**src/rtl/dcache_mem_stage.sv**
```systemverilog
// dcache_mem_stage
//   Direct-mapped, write-through, read-allocate data cache that sits in the
//   memory stage between the EX/MEM and MEM/WB registers. Loads that hit are
//   served combinationally. Load misses refill a whole line one word at a
//   time over a req/ack backing-memory port. Every store is forwarded to
//   backing memory, and a store that hits also updates the cached copy.
//   While the cache is busy it raises stall to freeze the front of the pipe.
//
// Ports
//   clock, rst        rising-edge clock, asynchronous active-low reset
//   memRead/memWrite  load / store request from EX/MEM (write wins if both)
//   word              1 = 32-bit access, 0 = byte access (sign-extended loads)
//   address           byte address; writeData store data (bytes use [7:0])
//   readData          load data to MEM/WB (holds when no load is presented)
//   stall             pipeline freeze request
//   mem_req/mem_we    backing request and direction (1 = write)
//   mem_addr          word-aligned backing address
//   mem_wdata/mem_be  backing write data and byte enables
//   mem_rdata/mem_ack backing read data, one-cycle acknowledge per word
//
// Optional feature (macro DCACHE_STATS_EN)
//   Adds saturating hit_count / miss_count outputs.

module dcache_mem_stage #(
  parameter int NUM_LINES  = 16,
  parameter int LINE_WORDS = 4
) (
  input  logic        clock,
  input  logic        rst,
  input  logic        memRead,
  input  logic        memWrite,
  input  logic        word,
  input  logic [31:0] address,
  input  logic [31:0] writeData,
  output logic [31:0] readData,
  output logic        stall,
  output logic        mem_req,
  output logic        mem_we,
  output logic [31:0] mem_addr,
  output logic [31:0] mem_wdata,
  output logic [3:0]  mem_be,
  input  logic [31:0] mem_rdata,
  input  logic        mem_ack
`ifdef DCACHE_STATS_EN
  ,
  output logic [31:0] hit_count,
  output logic [31:0] miss_count
`endif
);

  localparam int WB = $clog2(LINE_WORDS);
  localparam int IB = $clog2(NUM_LINES);
  localparam int TB = 32 - 2 - WB - IB;
  localparam int SB = IB + WB;

  typedef enum logic [1:0] {IDLE, REFILL, WTHRU} state_t;

  state_t               state;
  logic [WB-1:0]        beat;
  logic [WB-1:0]        beat_next;
  logic                 redo;
  logic [NUM_LINES-1:0] valid;
  logic [TB-1:0]        tags  [NUM_LINES];
  logic [31:0]          lines [NUM_LINES*LINE_WORDS];
  logic [31:0]          read_hold;

  logic [WB-1:0] acc_word;
  logic [IB-1:0] acc_index;
  logic [TB-1:0] acc_tag;
  logic [SB-1:0] acc_slot;
  logic [SB-1:0] fill_slot;
  logic          hit;
  logic          idle;
  logic          do_read;
  logic          read_hit;
  logic          start_refill;
  logic          start_write;
  logic          last_beat;
  logic [31:0]   cached;
  logic [31:0]   load_val;
  logic [31:0]   wr_data;
  logic [31:0]   merged;
  logic [7:0]    cached_byte;
  logic [3:0]    wr_be;

  assign acc_word  = address[2 +: WB];
  assign acc_index = address[2+WB +: IB];
  assign acc_tag   = address[31 -: TB];
  assign acc_slot  = {acc_index, acc_word};
  assign fill_slot = {acc_index, beat};
  assign beat_next = beat + WB'(1);
  assign last_beat = (beat == WB'(LINE_WORDS - 1));

  assign hit         = valid[acc_index] && (tags[acc_index] == acc_tag);
  assign cached      = lines[acc_slot];
  assign cached_byte = cached[{address[1:0], 3'b000} +: 8];
  assign load_val    = word ? cached : {{24{cached_byte[7]}}, cached_byte};

  // Byte stores replicate the byte on every lane so the enables alone select it.
  assign wr_be   = word ? 4'b1111 : (4'b0001 << address[1:0]);
  assign wr_data = word ? writeData : {4{writeData[7:0]}};

  // redo marks the IDLE cycle right after a refill or write-through finishes.
  // EX/MEM still holds the same instruction then, so a store seen with redo
  // set has already been sent and simply completes with stall low.
  assign idle         = (state == IDLE);
  assign do_read      = memRead && !memWrite;
  assign read_hit     = idle && do_read && hit;
  assign start_refill = idle && do_read && !hit;
  assign start_write  = idle && memWrite && !redo;

  assign stall    = rst && (!idle || start_refill || start_write);
  assign readData = read_hit ? load_val : read_hold;

  // Merge the store bytes into the currently cached word for a write hit.
  always_comb begin
    merged = cached;
    for (int b = 0; b < 4; b++) begin
      if (wr_be[b]) merged[8*b +: 8] = wr_data[8*b +: 8];
    end
  end

  // Line and tag storage. There is no reset here because the valid bits
  // alone decide whether this storage holds anything meaningful.
  always_ff @(posedge clock) begin
    if (state == REFILL && mem_ack) begin
      lines[fill_slot] <= mem_rdata;
      if (last_beat) tags[acc_index] <= acc_tag;
    end else if (start_write && hit) begin
      lines[acc_slot] <= merged;
    end
  end

  // Control FSM with registered backing-memory outputs. Request fields are
  // loaded when a transaction starts and stay stable until its ack. The
  // valid bit is set only on the final refill ack, so a reset mid-refill
  // leaves the line invalid.
  always_ff @(posedge clock or negedge rst) begin
    if (!rst) begin
      state     <= IDLE;
      beat      <= '0;
      redo      <= 1'b0;
      valid     <= '0;
      read_hold <= '0;
      mem_req   <= 1'b0;
      mem_we    <= 1'b0;
      mem_addr  <= '0;
      mem_wdata <= '0;
      mem_be    <= '0;
    end else begin
      case (state)
        IDLE: begin
          redo <= 1'b0;
          if (read_hit) read_hold <= load_val;
          if (start_write) begin
            state     <= WTHRU;
            mem_req   <= 1'b1;
            mem_we    <= 1'b1;
            mem_addr  <= {address[31:2], 2'b00};
            mem_wdata <= wr_data;
            mem_be    <= wr_be;
          end else if (start_refill) begin
            state    <= REFILL;
            beat     <= '0;
            mem_req  <= 1'b1;
            mem_we   <= 1'b0;
            mem_addr <= {address[31:2+WB], {WB{1'b0}}, 2'b00};
          end
        end
        REFILL: begin
          if (mem_ack) begin
            if (last_beat) begin
              state            <= IDLE;
              valid[acc_index] <= 1'b1;
              redo             <= 1'b1;
              mem_req          <= 1'b0;
              mem_addr         <= '0;
            end else begin
              beat     <= beat_next;
              mem_addr <= {address[31:2+WB], beat_next, 2'b00};
            end
          end
        end
        WTHRU: begin
          if (mem_ack) begin
            state     <= IDLE;
            redo      <= 1'b1;
            mem_req   <= 1'b0;
            mem_we    <= 1'b0;
            mem_addr  <= '0;
            mem_wdata <= '0;
            mem_be    <= '0;
          end
        end
        default: state <= IDLE;
      endcase
    end
  end

`ifdef DCACHE_STATS_EN
  // Hits are counted on first evaluation only; the re-evaluation after a
  // refill (redo set) is part of the miss already counted.
  always_ff @(posedge clock or negedge rst) begin
    if (!rst) begin
      hit_count  <= '0;
      miss_count <= '0;
    end else begin
      if (((read_hit && !redo) || (start_write && hit)) && (hit_count != 32'hFFFF_FFFF))
        hit_count <= hit_count + 32'd1;
      if ((start_refill || (start_write && !hit)) && (miss_count != 32'hFFFF_FFFF))
        miss_count <= miss_count + 32'd1;
    end
  end
`endif

endmodule

```
**config.mk**
```make
export PLATFORM = sky130hd
export DESIGN_NAME = dcache_mem_stage
export DESIGN_NICKNAME = d
export VERILOG_FILES = /design/src/rtl/dcache_mem_stage.sv
export SDC_FILE = /design/constraint.sdc
export NUM_CORES = 2
export LEC_CHECK = 0
export ABC_AREA = 1
export CORE_MARGIN = 2
export CORE_UTILIZATION = 50
export DETAILED_ROUTE_END_ITERATION = 7
export PLACE_DENSITY = 0.63
export SETUP_SLACK_MARGIN = 0.3
export SYNTH_ARGS = -nofsm -noshare
export SYNTH_HDL_FRONTEND = slang
export SYNTH_SLANG_ARGS = --single-unit
```
**constraint.sdc**
```tcl
create_clock -name clock -period 6.2 [get_ports clock]
set_input_delay 0.93 -clock clock [delete_from_list [all_inputs] [get_ports clock]]
set_output_delay 0.93 -clock clock [all_outputs]
set_load 0.02 [all_outputs]
```
==> reports/summary.txt <==
==============================================================================
Number of vias after detailed routing ...........................        71400
Die span in x ...................................................       457 um
Start point of the worst min-delay path .........................   address[4]
Proportion of synthesized chip area in sequential cells .........        0.742
Number of global-route vias before repair .......................        66300
Worst flop-to-flop path endpoint ................................ lines[7][0]$_DFFE_PP_
Total number of H-tree levels ...................................            5
Highest Clock Rate ..............................................    0.172 GHz
Die outline height ..............................................       457 um
Reg2reg start ................................................... tags[2][10]$_DFFE_PP_
Layout-stage area growth over the synthesis result ..............        16.1%
Instance count after placement with tap cells included ..........        11200
Worst Setup Start Kind ..........................................   input port
Post-synth EDFFs ................................................         2432
DRC violations left .............................................            0
Insertion delay of the later-clocked pin in the worst-skew pair .      0.95 ns
Post-synthesis area per instance ................................     12.1 um2
Adder-cell area share of the yosys netlist ......................     0.000610
P_int ...........................................................      29.9 mW
Final Hold Violating Endpoints ..................................            0
Register-to-register setup slack ................................      1.86 ns
Mux share of post-synthesis cell area ...........................      0.00177
Combinational share of power ....................................        0.107
Final WL ........................................................       326 mm
Cell accounting for the most synthesized area ...................     edfxtp_1
Final Setup Violations ..........................................            0
Initial DRC Count ...............................................        10100
Transition at the pin with the smallest max-transition slack ....      1.31 ns
Netlist area before placement ...................................    0.103 mm2
Hold Path Sink .................................................. mem_addr[4]$_DFFE_PN0P_
Arrival @ worst endpoint ........................................      4.90 ns
Worst Path Required .............................................      5.27 ns
Number of buffer cells added on primary ports ...................          202
Post-route fraction of the period consumed by the critical path .        0.940
Worst setup path category ....................................... input port to output pin
Share of the synthesized area in the top cell type ..............        0.712
Fraction of the mapped netlist area in compound gates ...........        0.105
Post-synthesis simple-gate area fraction ........................        0.124
Starting density of the core ....................................        0.502
Total number of nets in the final design ........................         8908
Maximum number of buffers from clock root to sink ...............            4
Power density of the placed cells ...............................   332 mW/mm2
Fraction of final layout cells sized beyond drive strength 1 ....        0.103
Flip-flop cell with the highest count after synthesis ...........     edfxtp_1
Type of destination of the critical path ........................   output pin
Number of clock sinks ...........................................         2553
Maximum number of pins on one net before global-route repair ....          139
Antenna violations before repair ................................           23
Warnings, synthesis .............................................            0
Post-synthesis xor/xnor area fraction ...........................            0
Row count .......................................................          166
Combinational family with the most area after synthesis ......... simple AND/OR/NAND/NOR gates
Number of different library cells in the post-synthesis netlist .           45
CTS tree ........................................................         done
Post-Layout Cell Count ..........................................        11700
Power share of the clock group ..................................        0.403
Synth async-reset ratio .........................................       0.0474
Leak pwr ........................................................      41.5 nW
GRT overflow ....................................................            0
Net switching share of the total power ..........................        0.245
Top Ports .......................................................          205
Instance count along the most critical hold path ................            3
Post-detail-place hpwl ..........................................       198 mm
Min cycle time layout ...........................................      5.83 ns
Setup Total Neg Slack ...........................................         0 ns
Net Switching ...................................................      9.69 mW
Area of the core ................................................    0.204 mm2
Clock-pin slew on the worst setup and hold paths ................      0.06 ns
Die area ........................................................    0.209 mm2
FF-to-FF path depth .............................................           19
Routability cong. ...............................................        0.959
Post-place instance area ........................................    0.110 mm2
Global-route wire length before repair ..........................       469 mm
Leading post-synthesis cells by instance count .................. 2432 x edfxtp_1, 1762 x nand2_1, 1286 x nor2_1
CTS Buf Count ...................................................          280
Top area cells in the synthesized netlist ....................... edfxtp_1 71%, nand2_1 6.5%, o21ai_0 5.9%
Antenna Nets Post-Route .........................................            0
Crit path max fanout ............................................           42
Max Cap Viol ....................................................            0
Number of cells produced by synthesis ...........................         8450
Worst slew margin relative to its limit .........................        0.117
Overall Global Routing Usage ....................................        0.308
Largest clock skew in the final design ..........................    0.0712 ns
#FFs+latches synth ..............................................         2553
Result of the run ............................................... finished clean
Worst hold margin ...............................................     0.385 ns
DRT Pass-1 Iters ................................................            6
Dominant cell by count in the synthesized netlist ...............     edfxtp_1
Wire length per cell after detailed routing .....................      27.9 um
Clock root buffer ...............................................    clkbuf_16
Power share of the sequential group .............................        0.490
Final Max Slew Viols ............................................            0
Post-route design area ..........................................    0.119 mm2
Vias per cell ...................................................         6.11
IR Drop Worst-Case VDD ..........................................     0.369 mV
Setup repair after global routing missed its margin .............           no
Path type of the worst min-delay path ........................... input port to flop
==============================================================================
==> worst max-delay path by stage <==
stage	depth (start not counted)	endpoint	slack (ns)	startpoint
after floorplan	20	lines[0][15]$_DFFE_PP_	0.10	address[5]
after global placement	18	readData[31]	-0.29	address[6]
after detailed placement	19	readData[31]	-0.22	address[6]
after CTS	18	readData[31]	0.33	address[7]
after global routing	14	readData[21]	0.32	address[4]
final	18	readData[1]	0.37	address[4]
==> placed cells by master, fill, tap and decap left out, types with 30 or more instances in the layout <==
| cell type | count |
|---|---|
| edfxtp_1 | 2432 |
| clkbuf_16 | 287 |
| buf_12 | 80 |
| clkdlybuf4s50_1 | 181 |
| o21ai_0 | 1184 |
| nand2_1 | 1744 |
| a21oi_1 | 126 |
| nor3_2 | 32 |
| buf_4 | 323 |
| inv_1 | 109 |
| clkbuf_1 | 70 |
| nor2_4 | 52 |
| nand3_1 | 102 |
| o22ai_1 | 484 |
| a22o_1 | 77 |
| clkinv_1 | 64 |
| dfrtp_1 | 121 |
| nand4_1 | 45 |
| nor2_1 | 1235 |
| clkinv_2 | 30 |
==> flip-flops by register name, indices dropped and copies added, names as in the netlist <==
name / count
valid: 16
mem_we: 1
read_hold: 32
mem_addr: 30
mem_be: 4
tags: 384
mem_wdata: 32
lines: 2048
redo: 1
beat: 2
mem_req: 1
state: 2
==> repair_timing <==
| item | CTS | global route |
|---|---|---|
| buffers inserted | 0 | 2 |
| pin swaps | 0 | 2 |
| gates resized for setup | 11 | 11 |
| endpoints found under the hold margin | 58 | 0 |
| endpoints found under the setup margin | 33 | 22 |
| hold buffers | 1 | 0 |
==> critical path, stage by stage <==
cell,delay (ns)
buf_8,0.23
inv_6,0.21
buf_12,0.24
nor2_4,0.58
buf_12,0.25
buf_4,0.26
nand2_1,0.08
nand2_1,0.16
o21ai_0,0.31
nand2_1,0.24
nor2_1,0.07
nand3_1,0.07
buf_4,0.22
nand2_1,0.08
nand3_1,0.12
nand2_1,0.12
a21oi_1,0.40
buf_4,0.23
==> cell families after synthesis <==
group | count (synthesis)
flip-flops | 2553
other | 1
AND/OR/NAND/NOR | 3266
buffers and inverters | 657
multiplexers | 17
adder cells (fa/ha/maj) | 5
AO/OA/AOI/OAI | 1951
==> power groups by stage <==
stage | clock (mW) | sequential, mW | combinational (mW)
2_1_floorplan | 0 | 20.0 | 1.88
3_3_place_gp | 0 | 19.7 | 4.07
3_5_place_dp | 0 | 19.7 | 4.12
4_1_cts | 16.1 | 19.4 | 4.14
5_1_grt | 16.8 | 19.4 | 4.48
6_report | 15.9 | 19.4 | 4.22
==> layout make-up <==
class / instances / area [um2]
Inverter: 129 / 520
Fill cell: 16300 / 85200
Multi-Input combinational cell: 5241 / 24500
Timing Repair Buffer: 596 / 5980
Antenna cell: 12 / 30.0
Clock buffer: 359 / 7470
Clock inverter: 116 / 1090
Tap cell: 2688 / 3360
Sequential cell: 2553 / 76100
==> per-stage QoR <==
step / power, mW / worst slack [ns] / utilization
3_3_place_gp: 23.8 / -0.291 / 0.541
2_1_floorplan: 21.9 / 0.101 / -
5_1_grt: 40.6 / 0.320 / 0.583
6_report: 39.5 / 0.372 / 0.583
3_5_place_dp: 23.9 / -0.221 / 0.541
4_1_cts: 39.6 / 0.335 / 0.583
==> routing by layer <==
metal  vias up  track usage  part of all wire
li1      31100            -                 -
met1     35500        0.437              0.40
met2      4187        0.464              0.45
met3       659       0.0723              0.12
met4        12        0.113             0.037
met5         -            0           0.00035
Note: power is estimated with default switching activity, not from simulation.
